<file path="config.mk">
export PLATFORM = sky130hd
export DESIGN_NAME = current_sample_ctrl
export DESIGN_NICKNAME = d
export VERILOG_FILES = /design/src/rtl/current_sample_ctrl.sv
export SDC_FILE = /design/constraint.sdc
export NUM_CORES = 1
export LEC_CHECK = 0
export ABC_AREA = 1
export CORE_MARGIN = 2
export CORE_UTILIZATION = 30
export DETAILED_ROUTE_END_ITERATION = 10
export PLACE_DENSITY_LB_ADDON = 0.3
export SETUP_SLACK_MARGIN = 0.2
export SYNTH_ARGS = -nofsm -noshare
export SYNTH_HDL_FRONTEND = slang
export SYNTH_SLANG_ARGS = --single-unit
</file>
<file path="constraint.sdc">
create_clock -name sys_clk -period 2.7 [get_ports sys_clk]
set_clock_uncertainty 0.05 [all_clocks]
set_input_delay 0.27 -clock sys_clk [delete_from_list [all_inputs] [get_ports sys_clk]]
set_output_delay 0.27 -clock sys_clk [all_outputs]
set_load 0.02 [all_outputs]
</file>
<file path="src/rtl/current_sample_ctrl.sv">
// Periodic two-phase current sampler: triggers both sensor PHYs, collects completions,
// reconstructs ic = -(ia+ib) with saturation, and tracks consecutive bad samples into a sticky fault.
module current_sample_ctrl #(
  parameter int DATA_WIDTH        = 16,
  parameter int SAMPLE_PERIOD_CNT = 5000,
  parameter int TIMEOUT_CNT       = 2000,
  parameter int ERR_LIMIT         = 3
) (
  input  logic                         sys_clk,
  input  logic                         reset,
  input  logic                         sample_enable_in,
  input  logic                         fault_clr_in,
  output logic                         detect_enable_out,
  input  logic signed [DATA_WIDTH-1:0] ia_in,
  input  logic signed [DATA_WIDTH-1:0] ib_in,
  input  logic                         a_done_in,
  input  logic                         b_done_in,
  input  logic                         a_err_in,
  input  logic                         b_err_in,
  output logic signed [DATA_WIDTH-1:0] ia_out,
  output logic signed [DATA_WIDTH-1:0] ib_out,
  output logic signed [DATA_WIDTH-1:0] ic_out,
  output logic                         current_valid_out,
  output logic                         fault_out,
  output logic [3:0]                   fault_code_out,
  output logic                         overrun_out
);

  localparam int PW = (SAMPLE_PERIOD_CNT > 1) ? $clog2(SAMPLE_PERIOD_CNT) : 1;
  localparam int TW = $clog2(TIMEOUT_CNT + 1);
  localparam logic signed [DATA_WIDTH+1:0] IC_MAX = {3'b000, {(DATA_WIDTH-1){1'b1}}};
  localparam logic signed [DATA_WIDTH+1:0] IC_MIN = {3'b111, {(DATA_WIDTH-1){1'b0}}};

  typedef enum logic [1:0] {IDLE, TRIGGER, WAIT, CALC} state_t;

  state_t          state;
  logic [PW-1:0]   period_cnt;
  logic [TW-1:0]   tmo_cnt;
  logic [3:0]      err_cnt;
  logic            a_got, b_got, a_bad, b_bad, timeout;
  logic            tick;
  logic            a_got_n, b_got_n, a_bad_n, b_bad_n, bad;
  logic [3:0]      err_next;

  logic signed [DATA_WIDTH:0]   sum;
  logic signed [DATA_WIDTH+1:0] neg;
  logic signed [DATA_WIDTH-1:0] ic_sat;

  // Free-running sample period; tick is qualified so a disabled counter never fires.
  always_ff @(posedge sys_clk) begin
    if (reset || !sample_enable_in)
      period_cnt <= '0;
    else if (period_cnt == PW'(SAMPLE_PERIOD_CNT - 1))
      period_cnt <= '0;
    else
      period_cnt <= period_cnt + PW'(1);
  end

  assign tick = sample_enable_in && (period_cnt == PW'(SAMPLE_PERIOD_CNT - 1));

  // Completion flags including pulses arriving this cycle.
  assign a_got_n = a_got | a_done_in | a_err_in;
  assign b_got_n = b_got | b_done_in | b_err_in;
  assign a_bad_n = a_bad | a_err_in;
  assign b_bad_n = b_bad | b_err_in;
  assign bad     = a_bad | b_bad | timeout;
  assign err_next = (err_cnt == 4'hF) ? 4'hF : err_cnt + 4'd1;

  // Widen before sum and negate so -(min+min) cannot wrap before the clamp.
  always_comb begin
    sum    = {ia_in[DATA_WIDTH-1], ia_in} + {ib_in[DATA_WIDTH-1], ib_in};
    neg    = -{sum[DATA_WIDTH], sum};
    ic_sat = neg[DATA_WIDTH-1:0];
    if (neg > IC_MAX)      ic_sat = IC_MAX[DATA_WIDTH-1:0];
    else if (neg < IC_MIN) ic_sat = IC_MIN[DATA_WIDTH-1:0];
  end

  always_ff @(posedge sys_clk) begin
    if (reset) begin
      state             <= IDLE;
      detect_enable_out <= 1'b0;
      current_valid_out <= 1'b0;
      ia_out            <= '0;
      ib_out            <= '0;
      ic_out            <= '0;
      fault_out         <= 1'b0;
      fault_code_out    <= 4'h0;
      overrun_out       <= 1'b0;
      err_cnt           <= 4'h0;
      tmo_cnt           <= '0;
      a_got             <= 1'b0;
      b_got             <= 1'b0;
      a_bad             <= 1'b0;
      b_bad             <= 1'b0;
      timeout           <= 1'b0;
    end else begin
      detect_enable_out <= 1'b0;
      current_valid_out <= 1'b0;

      if (fault_clr_in) begin
        fault_out      <= 1'b0;
        fault_code_out <= 4'h0;
        overrun_out    <= 1'b0;
        err_cnt        <= 4'h0;
      end

      if (tick && state != IDLE)
        overrun_out <= 1'b1;

      case (state)
        IDLE: begin
          if (tick && !fault_out) begin
            detect_enable_out <= 1'b1;
            state             <= TRIGGER;
          end
        end
        TRIGGER: begin
          a_got   <= 1'b0;
          b_got   <= 1'b0;
          a_bad   <= 1'b0;
          b_bad   <= 1'b0;
          timeout <= 1'b0;
          tmo_cnt <= '0;
          state   <= WAIT;
        end
        WAIT: begin
          a_got   <= a_got_n;
          b_got   <= b_got_n;
          a_bad   <= a_bad_n;
          b_bad   <= b_bad_n;
          tmo_cnt <= tmo_cnt + TW'(1);
          if (a_got_n && b_got_n) begin
            state <= CALC;
          end else if (tmo_cnt == TW'(TIMEOUT_CNT - 1)) begin
            timeout <= 1'b1;
            state   <= CALC;
          end
        end
        CALC: begin
          if (!bad) begin
            ia_out            <= ia_in;
            ib_out            <= ib_in;
            ic_out            <= ic_sat;
            current_valid_out <= 1'b1;
            err_cnt           <= 4'h0;
          end else begin
            err_cnt <= err_next;
            // A fault set here overrides a clear in the same cycle.
            if (err_next >= 4'(ERR_LIMIT)) begin
              fault_out      <= 1'b1;
              fault_code_out <= {overrun_out, timeout, b_bad, a_bad};
            end
          end
          state <= IDLE;
        end
        default: state <= IDLE;
      endcase
    end
  end

endmodule

</file>
==> results of run 1 <==
-- flip-flops by register name, summed over array words and instances, names as in the netlist --
register and cells:
a_bad 1, a_got 1, b_bad 1, b_got 1
current_valid_out 1, detect_enable_out 1, err_cnt 4, fault_code_out 4
fault_out 1, ia_out 16, ib_out 16, ic_out 16
overrun_out 1, period_cnt 13, state 2, timeout 1
tmo_cnt 11
-- area by class of cell --
type                            instances  share of cell area
Tap cell                              225             0.03565
Sequential cell                        91              0.2307
Clock inverter                          5            0.007606
Clock buffer                           11             0.03074
Multi-Input combinational cell        584              0.4370
Inverter                              122             0.05831
Timing Repair Buffer                  178              0.1993
Antenna cell                            2           0.0006338
-- power breakdown --
group / leakage [nW] / internal, mW / switching (mW)
clock network: 0.146 / 0.747 / 0.553
registers: 0.735 / 1.45 / 0.0647
logic: 2.78 / 0.630 / 0.819
total: 3.66 / 2.83 / 1.44
-- layer usage --
metal	global-route usage	vias up
li1	-	2931
met1	0.2049	2411
met2	0.2554	112
met3	0.05703	11
met4	0.03608	0
met5	0	-
-- cell usage after synthesis (5+ instances only) --
cell type,count
a21oi_1,43
inv_2,5
o21a_1,17
nand2_1,178
ha_1,24
nand2_2,28
nor4_1,6
nor2_1,109
xor2_1,6
nand3_1,53
o21ai_0,48
nand4_1,8
clkbuf_1,16
nor2_2,10
nor3_1,20
nand3_2,7
dfxtp_1,91
inv_1,116
-- what timing repair did --
action,in CTS,in global routing
endpoints found under the setup margin,16,16
setup buffers,3,6
pin swaps,13,31
gates cloned,2,0
gates resized for setup,58,69
-- worst max-delay path, cell delays in order --
cell and delay (ps):
buf_8 80, ha_4 130, inv_2 40, fa_2 540
nand2_2 60, a21oi_2 110, nand3_1 100, nor2_2 140
nand2_2 80, nor2_2 110, nand2_2 80, nor2_4 180
nand2_2 100, nand2_4 100, nand3_4 140, nand2_8 160
nand2_2 70, nand3_2 60, nand2_1 60, inv_1 40
-- worst paths after layout --
path	startpoint	to	slack [ps]	cells after the start
worst max-delay path	ib_in[0]	ic_out[2]$_SDFFE_PP0P_	270	20
worst min-delay path	ib_in[0]	ib_out[0]$_SDFFE_PP0P_	120	3
worst max register to register	state[1]$_SDFFE_PP0P_	tmo_cnt[9]$_SDFFE_PP0P_	620	11
worst min register to register	tmo_cnt[10]$_SDFFE_PP0P_	tmo_cnt[10]$_SDFFE_PP0P_	400	1
-- kinds of logic after synthesis --
logic type               Yosys count  synth area share
flip-flops                        91            0.3399
XOR/XNOR                           9           0.01471
AND/OR/NAND/NOR                  434            0.3667
buffers and inverters            142            0.1027
adder cells (fa/ha/maj)           25           0.05976
AO/OA/AOI/OAI                    114            0.1162
-- stage by stage --
step,setup slack [ps],cells,hold slack (ps)
finish,266.7,1218,118.7
global placement,-565.3,1189,387.1
global route,63.56,1217,119.7
detailed placement,-674.2,1189,391.8
floorplan,204.8,815,354.9
CTS,202.8,1210,238.4
==> flow_metrics.py, run 1 <==
metrics = {
    "yosys": {
        "synth_seq_cells": 91,
        "synthCells": 815,
        "synthTopCellsByArea": "dfxtp_1, nand2_1, inv_1, nor2_1, ha_1",
        "synth_top_area_frac": 0.3399,
        "synth_cell_types": 35,
        "yosysWarnings": 0,
        "synth_edf_count": 0,
        "synthArstFlopShare": 0,
        "seq_area_frac_synth": 0.3399,
        "syn-num-nets": 880,
        "yosys_most_used_dff": "dfxtp_1",
        "yosys.area.top_type": "dfxtp_1",
        "synth_area_um2": 5360,
        "avgSynthCellArea_um2": 6.577,
    },
    "die": {
        "chipHeight_um": 137.7,
        "num_io_pins": 96,
        "core_area_um2": 17360,
        "rows": 48,
        "die_w_um": 137.7,
        "die-area_um2": 18950,
        "start_util": 0.3088,
    },
    "layout": {
        "layout.nets": 1051,
        "final_area_um2": 7896,
        "multiInputGateArea_um2": 3451,
        "regArea_um2": 1822,
        "fin_util": 0.4549,
        "layout_common_cells": "nand2_1, inv_1, nor2_1",
        "drive_gt1_frac": 0.2291,
        "layout_commonest_cell": "nand2_1",
        "fillers": 1778,
        "syn2layout_area_growth_pct": 47.32,
    },
    "worst_hold_path": {
        "hold_class": "in -> reg",
    },
    "timing": {
        "tns_ps": 0,
        "hold_viol": 0,
        "final-setup-viol-count": 0,
        "layout_min_cycle_time_ps": 2433,
        "fmax_mhz": 411.0,
        "rsz0062_at_grt": "yes",
        "worstMarginPinSlew_ps": 1032,
        "drv_slew": 0,
        "period_share": 0.9012,
        "slew_headroom": 0.3114,
    },
    "placed_design": {
        "place_congestion": 0.8493,
        "portBuffers": 95,
        "place_area_um2": 7081,
        "dpl.hpwl_mm": 11.02,
    },
    "routing": {
        "route.met2.wl_mm": 6.657,
        "vias": 5465,
        "highest_layer": "met4",
        "drtAntennaViolNets": 0,
        "routed_via_density": 4.487,
        "wl_met1_mm": 7.122,
        "post_drt_wl_per_cell_um": 12.31,
        "drt_iter0_drc": 211,
        "wl_met3_mm": 1.047,
        "first_pass_iters": 4,
        "wl_mm": 15.00,
        "drc_errors": 0,
    },
    "power": {
        "leakage_nw": 3.663,
        "total_power_mw": 4.268,
        "irDropWorstVdd_v": 0.0003233,
        "cellPowerDensity_nw_per_um2": 540.5,
    },
    "worst_setup_path": {
        "worstSetupStartpointType": "primary input",
        "worst-setup-path-type": "in -> reg",
        "setup.worst_path.end_class": "flop",
        "path_max_fanout": 8,
        "arrival_ps": 2680,
        "critPathRequiredTime_ps": 2950,
    },
    "clock_tree": {
        "cts_buffers": 9,
        "cts_max_level": 3,
        "clk_root_buffer_cell": "clkbuf_16",
        "insertion_delay_ps": 350,
        "cts_tree": "done",
        "ctsHoldBuffers": 0,
        "cts_buffer_depth": 2,
        "cts_sinks": 91,
        "path_clk_slew_ps": 60,
    },
    "run": {
        "maxCapViolations": 0,
    },
    "run_status": {
        "status": "finished, final reports clean",
    },
    "global_route": {
        "grt_max_degree": 67,
        "grt_pass1_vias": 5125,
        "track_usage": 0.1594,
        "grt_pass1_wl_mm": 24.11,
        "antenna_found_initial": 2,
        "gr-total-overflow": 0,
    },
}
(Power assumes the default switching activity.)
==> run 2: changes to the inputs <==
--- a/config.mk
+++ b/config.mk
@@ -8,6 +8,7 @@
 export ABC_AREA = 1
 export CORE_MARGIN = 2
 export CORE_UTILIZATION = 30
+export CTS_CLUSTER_SIZE = 24
 export DETAILED_ROUTE_END_ITERATION = 10
 export PLACE_DENSITY_LB_ADDON = 0.3
 export SETUP_SLACK_MARGIN = 0.2
==> results of run 2 <==
Final layout, timing and power as in run 1 (identical DEF).
==> run 3: changes to the inputs <==
--- a/config.mk
+++ b/config.mk
@@ -8,10 +8,12 @@
 export ABC_AREA = 1
 export CORE_MARGIN = 2
 export CORE_UTILIZATION = 30
+export CTS_BUF_LIST = sky130_fd_sc_hd__clkbuf_4
 export CTS_CLUSTER_SIZE = 24
 export DETAILED_ROUTE_END_ITERATION = 10
 export PLACE_DENSITY_LB_ADDON = 0.3
 export SETUP_SLACK_MARGIN = 0.2
+export SLEW_MARGIN = 20
 export SYNTH_ARGS = -nofsm -noshare
 export SYNTH_HDL_FRONTEND = slang
 export SYNTH_SLANG_ARGS = --single-unit
==> run 3 against run 2 <==
Compared with the run above:
- clock power is 39% lower
- register-to-register slack about the same
- critical path depth decreased by 2
- wire length shrank 1.6%
- first-iteration DRC count shrank 15%
- combinational power fell by 4%
- final area fell by 3.5%
- largest cell class unchanged
==> flow_metrics.py, run 3 (same netlist as run 1, synthesis figures left out) <==
metrics = {
    "worst_setup_path": {
        "path_max_fanout": 7,
        "worst-setup-path-type": "in -> reg",
        "cpMostUsedCell": "nand2_1",
        "cp_slowest_cell": "clkdlybuf4s50_1",
        "worstSetupStartpointType": "primary input",
        "critPathRequiredTime_ps": 3040,
        "r2r-start": "state[1]$_SDFFE_PP0P_",
        "r2r_cells": 11,
        "slowest_delay_ps": 480,
        "ff2ff_setup_slack_ps": 630,
        "timing.rr.end": "tmo_cnt[9]$_SDFFE_PP0P_",
        "setup.worst_path.end_class": "flop",
        "arrival_ps": 2650,
        "crit_chain": "clkdlybuf4s50_1 -> ha_4 -> buf_4 -> nand2_1 -> nor2_1 -> nand3_1 -> nand2_1 -> nand2_1 -> nand2_1 -> nand2_1 -> inv_1 -> nand3_2 -> nand2_2 -> nand3_4 -> nand2_4 -> nand3_1 -> nand2_1 -> inv_1",
    },
    "worst_hold_path": {
        "holdPathStages": 3,
        "hold_class": "in -> reg",
        "holdPathEnd": "ib_out[0]$_SDFFE_PP0P_",
        "hp-start": "ib_in[0]",
    },
    "clock_tree": {
        "insertion_delay_ps": 470,
        "clk_root_buffer_cell": "clkbuf_4",
        "cts_sinks": 91,
        "path_clk_slew_ps": 150,
        "cts_buffer_depth": 2,
        "cts_buffers": 9,
        "cts_max_level": 3,
        "cts_tree": "done",
        "ctsHoldBuffers": 0,
    },
    "run_status": {
        "status": "finished, final reports clean",
    },
    "die": {
        "chipHeight_um": 137.7,
        "die-area_um2": 18950,
        "rows": 48,
        "num_io_pins": 96,
        "start_util": 0.3088,
        "core_area_um2": 17360,
        "die_w_um": 137.7,
    },
    "placed_design": {
        "portBuffers": 95,
        "dpl.hpwl_mm": 11.02,
        "dp.cells": 1189,
        "place_congestion": 0.8493,
        "place_area_um2": 7081,
    },
    "layout": {
        "syn2layout_area_growth_pct": 42.23,
        "layout_commonest_cell": "nand2_1",
        "fillers": 1794,
        "drive_gt1_frac": 0.1957,
        "layout.nets": 1046,
        "final_cells": 1213,
        "largestRegisters": "ia_out: 16 flops, ib_out: 16 flops, ic_out: 16 flops",
        "final_area_um2": 7624,
        "layout_common_cells": "nand2_1, inv_1, nor2_1",
        "fin_util": 0.4392,
    },
    "timing": {
        "layout_min_cycle_time_ps": 2305,
        "worstMarginPinSlew_ps": 1062,
        "hold_viol": 0,
        "final-setup-viol-count": 0,
        "slew_headroom": 0.2913,
        "period_share": 0.8538,
        "drv_slew": 0,
        "rsz0062_at_grt": "no",
        "fmax_mhz": 433.8,
        "fin_hold_ws_ps": 38.68,
    },
    "routing": {
        "drt_iter0_drc": 179,
        "post_drt_wl_per_cell_um": 12.17,
        "vias": 5410,
        "first_pass_iters": 4,
        "drc_errors": 0,
        "drtAntennaViolNets": 0,
        "wl_mm": 14.76,
        "routed_via_density": 4.460,
    },
    "power": {
        "cellPowerDensity_nw_per_um2": 485.7,
        "total_power_mw": 3.703,
        "irDropWorstVdd_v": 0.0003010,
        "leakage_nw": 3.656,
    },
    "global_route": {
        "grt_pass1_wl_mm": 23.89,
        "grt_pass1_vias": 5100,
        "track_usage": 0.1578,
        "gr-total-overflow": 0,
        "antenna_found_initial": 2,
        "grt_max_degree": 67,
    },
    "run": {
        "maxCapViolations": 0,
    },
}
run 3: changes by cell type in the layout (fill, tap and decap cells not counted), moves of 3 or more:
cell            before  now
clkbuf_4             0   10
clkbuf_16            9    0
nand3_2             15    7
nor2_1             100  103
nand2_1            160  171
nand3_1             42   50
buf_4               83   78
nor2_2              15   10
dlymetal6s2s_1       9   24
nand2_4              8    1
nand2_2             38   34
dlygate4sd2_1       15    0
run 3: worst max-delay path: cells and delay by family:
family,cells,cell delay (ps)
AND/OR/NAND/NOR,13,1340
buffers and inverters,4,720
adder cells (fa/ha/maj),1,320
run 3: how the worst max path moves through the flow:
stage | startpoint | endpoint | slack (ps)
after floorplan | ia_in[0] | ic_out[10]$_SDFFE_PP0P_ | 200
after global placement | ia_in[0] | ic_out[14]$_SDFFE_PP0P_ | -570
after detailed placement | ia_in[0] | ic_out[8]$_SDFFE_PP0P_ | -670
after CTS | ia_in[1] | ic_out[11]$_SDFFE_PP0P_ | 200
after global routing | ia_in[13] | ic_out[11]$_SDFFE_PP0P_ | 200
final | ia_in[13] | ic_out[9]$_SDFFE_PP0P_ | 390
run 3: where the power goes:
group / total (mW) / leakage (nW) / internal (mW) / switching (mW)
Clock: 0.793 / 0.0744 / 0.293 / 0.500
Combinational: 1.39 / 2.85 / 0.611 / 0.779
Sequential: 1.52 / 0.735 / 1.45 / 0.0653
Total: 3.70 / 3.66 / 2.36 / 1.34
run 3: metal layers:
layer	vias to the layer above	GRT usage	wire, um
met3	10	0.05556	1033
met1	2370	0.2025	7118
met2	101	0.2518	6494
met4	0	0.04066	115
met5	-	0	0
li1	2929	-	-
run 3: timing repair:
action | in CTS | in global routing
gates resized for setup | 17 | 65
pin swaps | 6 | 10
gates cloned | 2 | 0
setup endpoints to repair | 16 | 16
buffers inserted | 1 | 3
endpoints found under the hold margin | 0 | 0
run 3: cell type report:
type | instances | area, um2 | share of cell area
Tap cell | 225 | 281.5 | 0.03693
Timing Repair Buffer | 173 | 1587 | 0.2081
Sequential cell | 91 | 1822 | 0.2390
Inverter | 122 | 460.4 | 0.06040
Clock buffer | 10 | 75.07 | 0.009847
Clock inverter | 6 | 63.81 | 0.008370
Multi-Input combinational cell | 584 | 3329 | 0.4367
Antenna cell | 2 | 5.005 | 0.0006565
run 3: per-stage QoR:
stage / setup WS (ps) / TNS (ps)
finish: 394.6 / 0
global placement: -565.3 / -8761
floorplan: 204.8 / 0
detailed placement: -674.2 / -10310
CTS: 203.9 / 0
global route: 196.8 / 0
